--- src/rtl/user_mode_select.sv ---
// Mode-word selector: after a pause press, waits for the board toggles to hold steady and
// latches them as the user mode, falling back to DEFAULT_MODE (with fault) on timeout.
module user_mode_select #(
    parameter int                NUM_SW         = 2,
    parameter int                STABLE_CYC     = 4,
    parameter int                TIMEOUT_CYC    = 64,
    parameter logic [NUM_SW-1:0] DEFAULT_MODE   = '0,
    parameter bit                ALLOW_RESELECT = 1'b1
) (
    input  logic              clk,
    input  logic              rst,
    input  logic [NUM_SW-1:0] toggle,
    input  logic              pause,
    input  logic              reselect,
    output logic [NUM_SW-1:0] mode,
    output logic              valid,
    output logic              mode_strobe,
    output logic              busy,
    output logic              fault
);

    localparam int STAB_W = $clog2(STABLE_CYC + 1);
    localparam int TO_W   = (TIMEOUT_CYC > 0) ? $clog2(TIMEOUT_CYC + 1) : 1;
    localparam bit TO_EN  = (TIMEOUT_CYC != 0);

    localparam logic [STAB_W-1:0] STAB_LAST = STAB_W'(STABLE_CYC - 1);
    localparam logic [TO_W-1:0]   TO_LAST   = TO_W'((TIMEOUT_CYC > 0) ? TIMEOUT_CYC - 1 : 0);

    typedef enum logic [1:0] {
        S_WAIT   = 2'd0,
        S_SETTLE = 2'd1,
        S_DONE   = 2'd2
    } state_t;

    state_t              state;
    logic [NUM_SW-1:0]   snap;
    logic [STAB_W-1:0]   stab_cnt;
    logic [TO_W-1:0]     to_cnt;
    logic                pause_q;

    logic                pause_rise;
    logic                sample_match;
    logic                stable_done;
    logic                timed_out;

    assign pause_rise   = pause & ~pause_q;
    assign sample_match = (toggle == snap);
    assign stable_done  = sample_match && (stab_cnt == STAB_LAST);
    assign timed_out    = TO_EN && (to_cnt == TO_LAST);

    // Stable completion is checked before the timeout so a clean latch wins a tie.
    always_ff @(posedge clk or negedge rst) begin
        if (!rst) begin
            state       <= S_WAIT;
            mode        <= '0;
            valid       <= 1'b0;
            mode_strobe <= 1'b0;
            busy        <= 1'b0;
            fault       <= 1'b0;
            snap        <= '0;
            stab_cnt    <= '0;
            to_cnt      <= '0;
            pause_q     <= 1'b0;
        end else begin
            pause_q     <= pause;
            mode_strobe <= 1'b0;
            case (state)
                S_WAIT: begin
                    if (pause_rise) begin
                        state    <= S_SETTLE;
                        snap     <= toggle;
                        stab_cnt <= '0;
                        to_cnt   <= '0;
                        busy     <= 1'b1;
                    end
                end
                S_SETTLE: begin
                    if (TO_EN) begin
                        to_cnt <= to_cnt + 1'b1;
                    end
                    if (stable_done) begin
                        mode        <= snap;
                        valid       <= 1'b1;
                        fault       <= 1'b0;
                        mode_strobe <= 1'b1;
                        busy        <= 1'b0;
                        state       <= S_DONE;
                    end else if (timed_out) begin
                        mode        <= DEFAULT_MODE;
                        valid       <= 1'b1;
                        fault       <= 1'b1;
                        mode_strobe <= 1'b1;
                        busy        <= 1'b0;
                        state       <= S_DONE;
                    end else if (!sample_match) begin
                        snap     <= toggle;
                        stab_cnt <= '0;
                    end else begin
                        stab_cnt <= stab_cnt + 1'b1;
                    end
                end
                S_DONE: begin
                    // The old mode word stays visible but is disqualified until the next capture.
                    if (ALLOW_RESELECT && reselect) begin
                        valid <= 1'b0;
                        fault <= 1'b0;
                        state <= S_WAIT;
                    end
                end
                default: begin
                    state <= S_WAIT;
                    valid <= 1'b0;
                    busy  <= 1'b0;
                end
            endcase
        end
    end

endmodule

--- config.mk ---
export PLATFORM = sky130hd
export DESIGN_NAME = user_mode_select
export DESIGN_NICKNAME = d
export VERILOG_FILES = /design/src/rtl/user_mode_select.sv
export SDC_FILE = /design/constraint.sdc
export NUM_CORES = 1
export LEC_CHECK = 0
export ABC_CLOCK_PERIOD_IN_PS = 3450
export CORE_ASPECT_RATIO = 0.9
export CORE_UTILIZATION = 45
export DETAILED_ROUTE_END_ITERATION = 12
export PLACE_DENSITY = 0.67
export SLEW_MARGIN = 20
export SYNTH_ARGS = -nofsm -noshare
export SYNTH_HDL_FRONTEND = slang
export SYNTH_SLANG_ARGS = --single-unit
--- constraint.sdc ---
create_clock -name clk -period 3.45 [get_ports clk]
set_input_delay 0.345 -clock clk [delete_from_list [all_inputs] [get_ports clk]]
set_output_delay 0.345 -clock clk [all_outputs]
set_load 0.02 [all_outputs]
Word level (Yosys, flattened, before mapping)
Cells that the tools add are included.
{"block": "totals", "reg_bits": 21, "in_bits": 6, "out_inout_bits": 6, "wordCells": 72}
{"block": "classes", "n_addsub": 2, "n_eq_ne": 11, "mux": 32, "n_bitwise": 4, "n_reduce_logical": 13}
{"op": "$mux W2", "n": 10}
{"op": "$pmux W7 S2", "n": 1}
{"op": "$mux W3", "n": 4}
{"op": "$reduce_and A3 Y1", "n": 4}
{"op": "$mux W1", "n": 10}
{"op": "$ne A2 B2 Y1 const B", "n": 5}
{"op": "$add A7 B1 Y7 const B", "n": 1}
{"op": "$eq A7 B6 Y1 const B", "n": 1}
{"op": "$mux W7", "n": 1}
{"op": "$pmux W1 S3", "n": 2}
{"op": "$pmux W2 S3", "n": 1}
{"op": "$pmux W3 S2", "n": 1}
{"op": "$reduce_bool A2 Y1", "n": 3}
{"op": "$reduce_and A5 Y1", "n": 1}
{"op": "$pmux W2 S2", "n": 1}
{"op": "$reduce_and A2 Y1", "n": 2}
{"op": "$reduce_and A4 Y1", "n": 1}
{"op": "$add A3 B1 Y3 const B", "n": 1}
{"op": "$eq A3 B2 Y1 const B", "n": 1}
{"op": "$ne A3 B3 Y1 const B", "n": 1}
{"op": "$not A1 Y1", "n": 3}
{"op": "$eq A2 B1 Y1 const B", "n": 1}
{"op": "$eq A2 B2 Y1", "n": 1}
{"op": "$eq A2 B2 Y1 const B", "n": 1}
{"op": "other kinds (4)", "n": 4}

Logic depth before layout (Yosys ltp)
Gate-level depths: netlist (run 1).
{"block": "logic_depth", "word_depth": 5, "depth_mapped": 5, "ltp_nobuf": 5}

Worst setup path after synthesis (run 1)
Ideal clock, no wire load.
{"block": "synth_path", "path_type": "flip-flop to flip-flop", "start": "register to_cnt[0]", "end": "register snap[0]", "setup_ns": 0.128, "t_arrival_ns": 1.402, "required_ns": 3.322, "setup_slack_ns": 1.921, "stages_incl_launch_ff": 6, "n_path_buf": 0, "synth_period_minus_slack_ns": 1.529, "path_cell_list": "dfrtp_1 ha_1 inv_2 nor4_4 a21oi_2 mux2_1"}
{"block": "synth_via", "elab_chain_cells": 3}
{"item": "start: declaration", "line_no": "38", "text": "logic [TO_W-1:0] to_cnt;"}
{"item": "start signal: assignment", "line_no": "79", "text": "to_cnt <= to_cnt + 1'b1;"}
{"item": "$eq A7 B6 Y1", "line_no": "49", "text": "assign timed_out = TO_EN && (to_cnt == TO_LAST);"}
{"item": "$ne A2 B2 Y1 (no source line)"}
{"item": "$reduce_and A5 Y1 (no source line)"}
{"item": "end signal: assignment", "line_no": "71", "text": "snap <= toggle;"}
{"item": "end signal: assignment", "line_no": "96", "text": "snap <= toggle;"}
{"item": "end: declaration", "line_no": "36", "text": "logic [NUM_SW-1:0] snap;"}
No other way between the ends.
A chain may end at the register's enable or synchronous reset.

Final worst setup path (run 1)
{"block": "layout_path", "start": "register state[0]", "end": "register mode[1]"}
{"block": "layout_via", "elab_chain_cells": 2}
{"item": "start: declaration", "line_no": "35", "text": "state_t state;"}
{"item": "start signal: assignment", "line_no": "54", "text": "state <= S_WAIT;"}
{"item": "start signal: assignment", "line_no": "70", "text": "state <= S_SETTLE;"}
{"item": "start signal: assignment", "line_no": "87", "text": "state <= S_DONE;"}
{"item": "$eq A2 B1 Y1", "line_no": "67", "text": "case (state)"}
{"item": "$reduce_and A2 Y1 (no source line)"}
{"item": "end signal: assignment", "line_no": "82", "text": "mode <= snap;"}
{"item": "end: declaration", "line_no": "15", "text": "output logic [NUM_SW-1:0] mode,"}
No other way between the ends.

==> results of run 1 <==
-- routing by layer --
layer | routed length, µm | GRT usage [%]
met1 | 842 | 22.6
met2 | 806 | 28.4
met4 | 35 | 8.33
met3 | 79 | 6.93
met5 | 0 | 0
-- registers in the layout, summed over array words and instances (netlist names) --
signal and count:
pause_q 1, mode 2, stab_cnt 3, to_cnt 7
mode_strobe 1, fault 1, snap 2, state 2
busy 1, valid 1
-- worst max path at each step --
stage          depth (start not counted)  startpoint  slack (ns)     endpoint
3_5_place_dp                           5   toggle[0]        1.57  stab_cnt[1]
6_report                               4    state[0]        1.63      mode[1]
5_1_grt                                4    state[0]        1.55    to_cnt[6]
3_3_place_gp                           5   toggle[0]        1.61  stab_cnt[1]
2_1_floorplan                          5   to_cnt[0]        1.92      snap[0]
4_1_cts                                4    state[0]        1.65      mode[0]
-- synth_stat cells (all sizes together) (2+ instances only) --
master / instances / share of area (%)
dfrtp: 21 / 54
o21ai: 9 / 5.0
inv: 7 / 2.7
nand2: 7 / 2.7
a21oi: 4 / 2.4
o31ai: 4 / 3.1
a22o: 3 / 2.7
ha: 3 / 3.9
a21o: 2 / 1.5
and2: 2 / 1.4
mux2: 2 / 2.3
nor2: 2 / 0.77
nor2b: 2 / 1.3
o22ai: 2 / 1.3
xnor2: 2 / 1.8
-- final cells by class --
| type | instances | area, µm² | area share [%] |
|---|---|---|---|
| sequential | 21 | 526 | 46.2 |
| inverter | 7 | 26.3 | 2.31 |
| multi-input combinational | 57 | 415 | 36.5 |
| tap | 25 | 31.3 | 2.75 |
| timing repair buffer | 11 | 110 | 9.67 |
| clock buffer | 3 | 22.5 | 1.98 |
| clock inverter | 1 | 7.51 | 0.659 |
-- stage by stage --
stage	cells	setup WS (ns)	hold WS, ns	total power [µW]
after global routing	125	1.55	0.464	777
after global placement	121	1.61	0.468	601
after CTS	125	1.65	0.463	737
after detailed placement	121	1.57	0.467	609
after floorplan	86	1.92	0.0494	529
final	125	1.63	0.477	725
-- critical path, stage by stage (launching register included) --
cell,delay (ns)
dfrtp_1,0.62
nor2b_1,0.37
and4_1,0.36
a21oi_1,0.14
a22o_1,0.23
-- where the power goes --
group	leakage, µW	internal (µW)	switching, µW
clock	0.0000139	44.3	79.3
combinational	0.000211	111	119
sequential	0.000265	312	59.2
total	0.000491	468	258
-- cell families (layout without fill, tap and decap cells) --
family | Yosys count | after routing
AOI/OAI and AO/OA | 28 | 28
xor gates and xnor gates | 2 | 2
adders and majority gates | 3 | 3
buffers and inverters | 8 | 22
DFF | 21 | 21
muxes | 3 | 3
and+or+nand+nor | 21 | 21
==> reports/results.txt, run 1 <==
Final Util = 57.8%
Ys async rst share = 100%
Routed len/inst = 14.1 µm
Combinational family with the most area after synthesis = compound AO/OA/AOI/OAI gates
Finish-stage setup viols = 0
Worst setup SP type = flop
ANT nets after route = 0
Largest net degree at the start of global routing = 22
Register area share after synthesis = 54.1%
Hold Crit Depth = 1
Clock transition at path regs = 0.13 ns
Antenna fix cells = 0
Yosys warnings = 0
CTS resizes = 0
CTS root buf = clkbuf_4
Post-Route Setup TNS = 0 ns
Compound-cell area share of the yosys netlist = 19.9%
Most frequent cells in the layout = dfrtp_1, clkdlybuf4s50_1, o21ai_0, nand2_1, inv_1
Routed vias = 697
Detail Placement HPWL = 1.23 mm
Die ar. = 2350 µm²
Commonest non-fill, non-tap cell in the layout = dfrtp_1
DRC viols = 0
GRT Util Overall = 18.2%
Leakage = 0.000491 µW
Launching point of the worst reg2reg path = state[0]
Drt via density = 5.58
Max-slew violations = 0
Core box area = 1970 µm²
Xor/xnor share of the synthesized area = 1.80%
Clock Skew = 0.00932 ns
Slew HR = 36.9%
Clock Sinks = 21
Peak supply drop = 399 µV
Die width = 51.0 µm
Routed Wire Length = 1.76 mm
RePlAce Congestion = 0.782
Final Cycle Share = 52.7%
CP Data Arrival Time = 2.04 ns
GRT Residual Overflow = 0
Inserted Clock Buffers = 3
Req. time, crit path = 3.67 ns
Boundary pin count = 12
Synth Area in Simple Gates = 13.8%
Max-cap violation count = 0
Port bufs = 11
Synth Register Bits = 21
Reg2Reg Depth = 4
Slew @ Worst Pin = 0.944 ns
Status = finished, final reports clean
HP Start = pause
Count of final hold-check violations = 0
Synthesized instance count = 86
Critical path peak fanout = 12
Vias in the first global route = 644
CTS H-Tree Depth = 1
Setup crit end kind = flop
Syn Std Cell Area = 972 µm²
# hold bufs at CTS = 0
Post-CTS Setup Inserts = 0
Fmax = 550 MHz
Clock Latency Late Sink = 0.31 ns
Max clock buf depth = 2
Multiplexer share of the synthesized area = 3.35%
Chip height = 46.1 µm
Post-synth EDFFs = 0
Final nets = 110
Layout cells sized above 1 = 11.0%
Fillers = 177
Crit Path Class = reg2reg
TritonCTS clock tree = built
Post-Syn Area per Cell = 11.3 µm²
R2R Setup Slk = 1.63 ns
DRT Pass-1 Iters = 4
R2R Path End = mode[1]
P&R area growth vs syn = 17.1%
DP Area = 1110 µm²
Unique masters post-synth = 33
Top FF cell, synth = dfrtp_1
Worst Hold Class = in2reg
Final Critical Period = 1.82 ns
Unrepaired setup endpoints after global routing = no
Post-synthesis adder-cell area fraction = 3.86%
Starting Density = 49.3%
Drt first-iter violations = 6
PD cells = 637 nW/µm²
Hold EP = pause_q
Rows = 15
Initial antenna violation count = 0
First-pass GRT wire length = 2.97 mm
Synth Net Count = 95
Post-route cell area = 1140 µm²
No activity file was read; power rests on OpenSTA's default activity.
==> inputs of run 2 (changes only) <==
Settings changed: ABC_CLOCK_PERIOD_IN_PS 3450 to 1600, PLACE_DENSITY 0.67 to 0.69.
Clock period 3.45 ns to 1.6 ns, I/O delays scaled along.
==> run 2 against run 1 <==
The flow now finishes with violations (negative setup slack). Maximum frequency increased by 13%. Core utilization increased by 7.2 points. Highest routed layer unchanged. Critical endpoint is now stab_cnt[0]. Total power increased by 140%. Final cell count increased by 11%. Non-clock buffer count increased by 14.
==> reports/results.txt, run 2 (same netlist as run 1, synthesis figures left out) <==
Crit Path Class = reg2reg
Starting Density = 49.3%
ANT nets after route = 0
Final Util = 65.0%
Antenna fix cells = 0
Combinational power share = 39.8%
Boundary pin count = 12
Critical path peak fanout = 4
Slew @ Worst Pin = 0.371 ns
GRT Util Overall = 16.9%
RePlAce Congestion = 0.781
Cells along the critical path = ha_2, inv_2, nor4_4, buf_4, or4b_4, mux2i_1
Met2 usage = 26.8%
Max-slew violations = 0
TritonCTS clock tree = built
Final nets = 124
Die ar. = 2350 µm²
DRC viols = 0
Final Cycle Share = 101%
Post-Route Setup TNS = -0.0121 ns
Internal power = 1130 µW
Inst Count DP = 134
Final WS setup = -0.0121 ns
Clock Skew = 0.0114 ns
Initial antenna violation count = 0
Reg power frac = 45.2%
Routed len/inst = 13.3 µm
Drt first-iter violations = 13
Fmax = 620 MHz
Die width = 51.0 µm
Chip height = 46.1 µm
Largest net degree at the start of global routing = 22
Clock transition at path regs = 0.13 ns
Port bufs = 11
Leakage = 0.000576 µW
Rows = 15
Clock Sinks = 21
P_sw = 610 µW
Multi-input gate area = 452 µm²
Met1 Use GR = 21.0%
Detail Placement HPWL = 1.28 mm
Max FFs per register = 7
Peak supply drop = 1000 µV
Drt via density = 5.34
First-pass GRT wire length = 2.79 mm
CTS H-Tree Depth = 1
Met3 Use GR = 6.27%
Slew HR = 75.1%
Failing checks = negative setup slack
Req. time, crit path = 1.83 ns
Clock share of power = 15.0%
Vias in the first global route = 665
Critical Path Max Stage Delay = 0.49 ns
FF/Latch Area = 526 µm²
Setup crit end kind = flop
CP Data Arrival Time = 1.85 ns
Switching power share of the total = 35.0%
Fillers = 161
Layout cells sized above 1 = 27.2%
Finish-stage setup viols = 1
DRT Pass-1 Iters = 4
Most frequent cells in the layout = dfrtp_1, buf_4, clkdlybuf4s50_1, o21ai_0, nand2_1
Routed vias = 742
Largest register by flop count = to_cnt
CP max stage cell = or4b_4
Count of final hold-check violations = 0
Commonest non-fill, non-tap cell in the layout = dfrtp_1
Inserted Clock Buffers = 3
Max-cap violation count = 0
Worst setup SP type = flop
GRT Residual Overflow = 0
# hold bufs at CTS = 0
Worst Hold Class = in2async
R2R Setup Slk = -0.01 ns
Status = finished, violations left
Routed Wire Length = 1.85 mm
Core box area = 1970 µm²
Final Non-Filler Cells = 139
P&R area growth vs syn = 31.7%
Final Critical Period = 1.61 ns
Max clock buf depth = 2
Top flop regs = to_cnt x7, stab_cnt x3
Busiest metal layer after global routing = met2
Unrepaired setup endpoints after global routing = yes
Clock Latency Late Sink = 0.31 ns
CTS root buf = clkbuf_4
PD cells = 1360 nW/µm²
run 2: changes by cell type in the layout (fill, tap and decap cells not counted), sizes merged:
| cell | previous run | this run |
|---|---|---|
| buf | 0 | 14 |
run 2: per-layer routing:
metal / routed length [µm] / vias to the layer above
met4: 33 / 0
met2: 861 / 17
met3: 75 / 4
met1: 880 / 349
li1: - / 372
met5: 0 / -
run 2: critical path, delay by kind of cell, from the launching register on:
kind,cells,cell delay (ns)
flops,1,0.41
simple gates,2,0.55
fa+ha+maj,1,0.20
buf+inv,2,0.22
mux,1,0.14
run 2: layout make-up:
type	instances	area share [%]
clock inverters	1	0.587
inverters	7	2.05
repair buffers	25	16.8
clock buffers	3	1.76
flip-flops and latches	21	41.1
well taps	25	2.44
multi-input cells	57	35.3
run 2: stage by stage:
stage	cell area (µm²)	power [µW]	setup slack (ns)	hold slack (ns)
CTS	1260	1720	-0.00745	0.177
global route	1280	1850	-0.0877	0.190
floorplan	972	1140	0.0706	-0.136
detailed placement	1210	1430	-0.0745	0.484
global placement	1210	1410	-0.0467	0.472
finish	1280	1740	-0.0121	0.176
run 2: power by group through the flow:
stage | clock network (µW) | registers [µW] | logic (µW)
after global routing | 287 | 806 | 757
after CTS | 274 | 788 | 655
after global placement | 0 | 791 | 616
after floorplan | 0 | 817 | 325
after detailed placement | 0 | 796 | 635
final | 262 | 787 | 694
run 2: final timing paths:
| kind | startpoint | endpoint | depth (start not counted) |
|---|---|---|---|
| hold reg to reg | to_cnt[5] | to_cnt[5] | 1 |
| hold / removal | rst | mode_strobe | 2 |
| min in group clk | pause | pause_q | 1 |
| max in group asynchronous | rst | to_cnt[3] | 2 |
| setup / recovery | to_cnt[0] | stab_cnt[0] | 6 |
| setup reg to reg | to_cnt[0] | stab_cnt[0] | 6 |
run 2: timing repair:
item                       4_1_cts  5_1_grt
pin swaps                        1        5
buffers inserted                 0        1
setup endpoints to repair        4       11
gates resized for setup          3        4
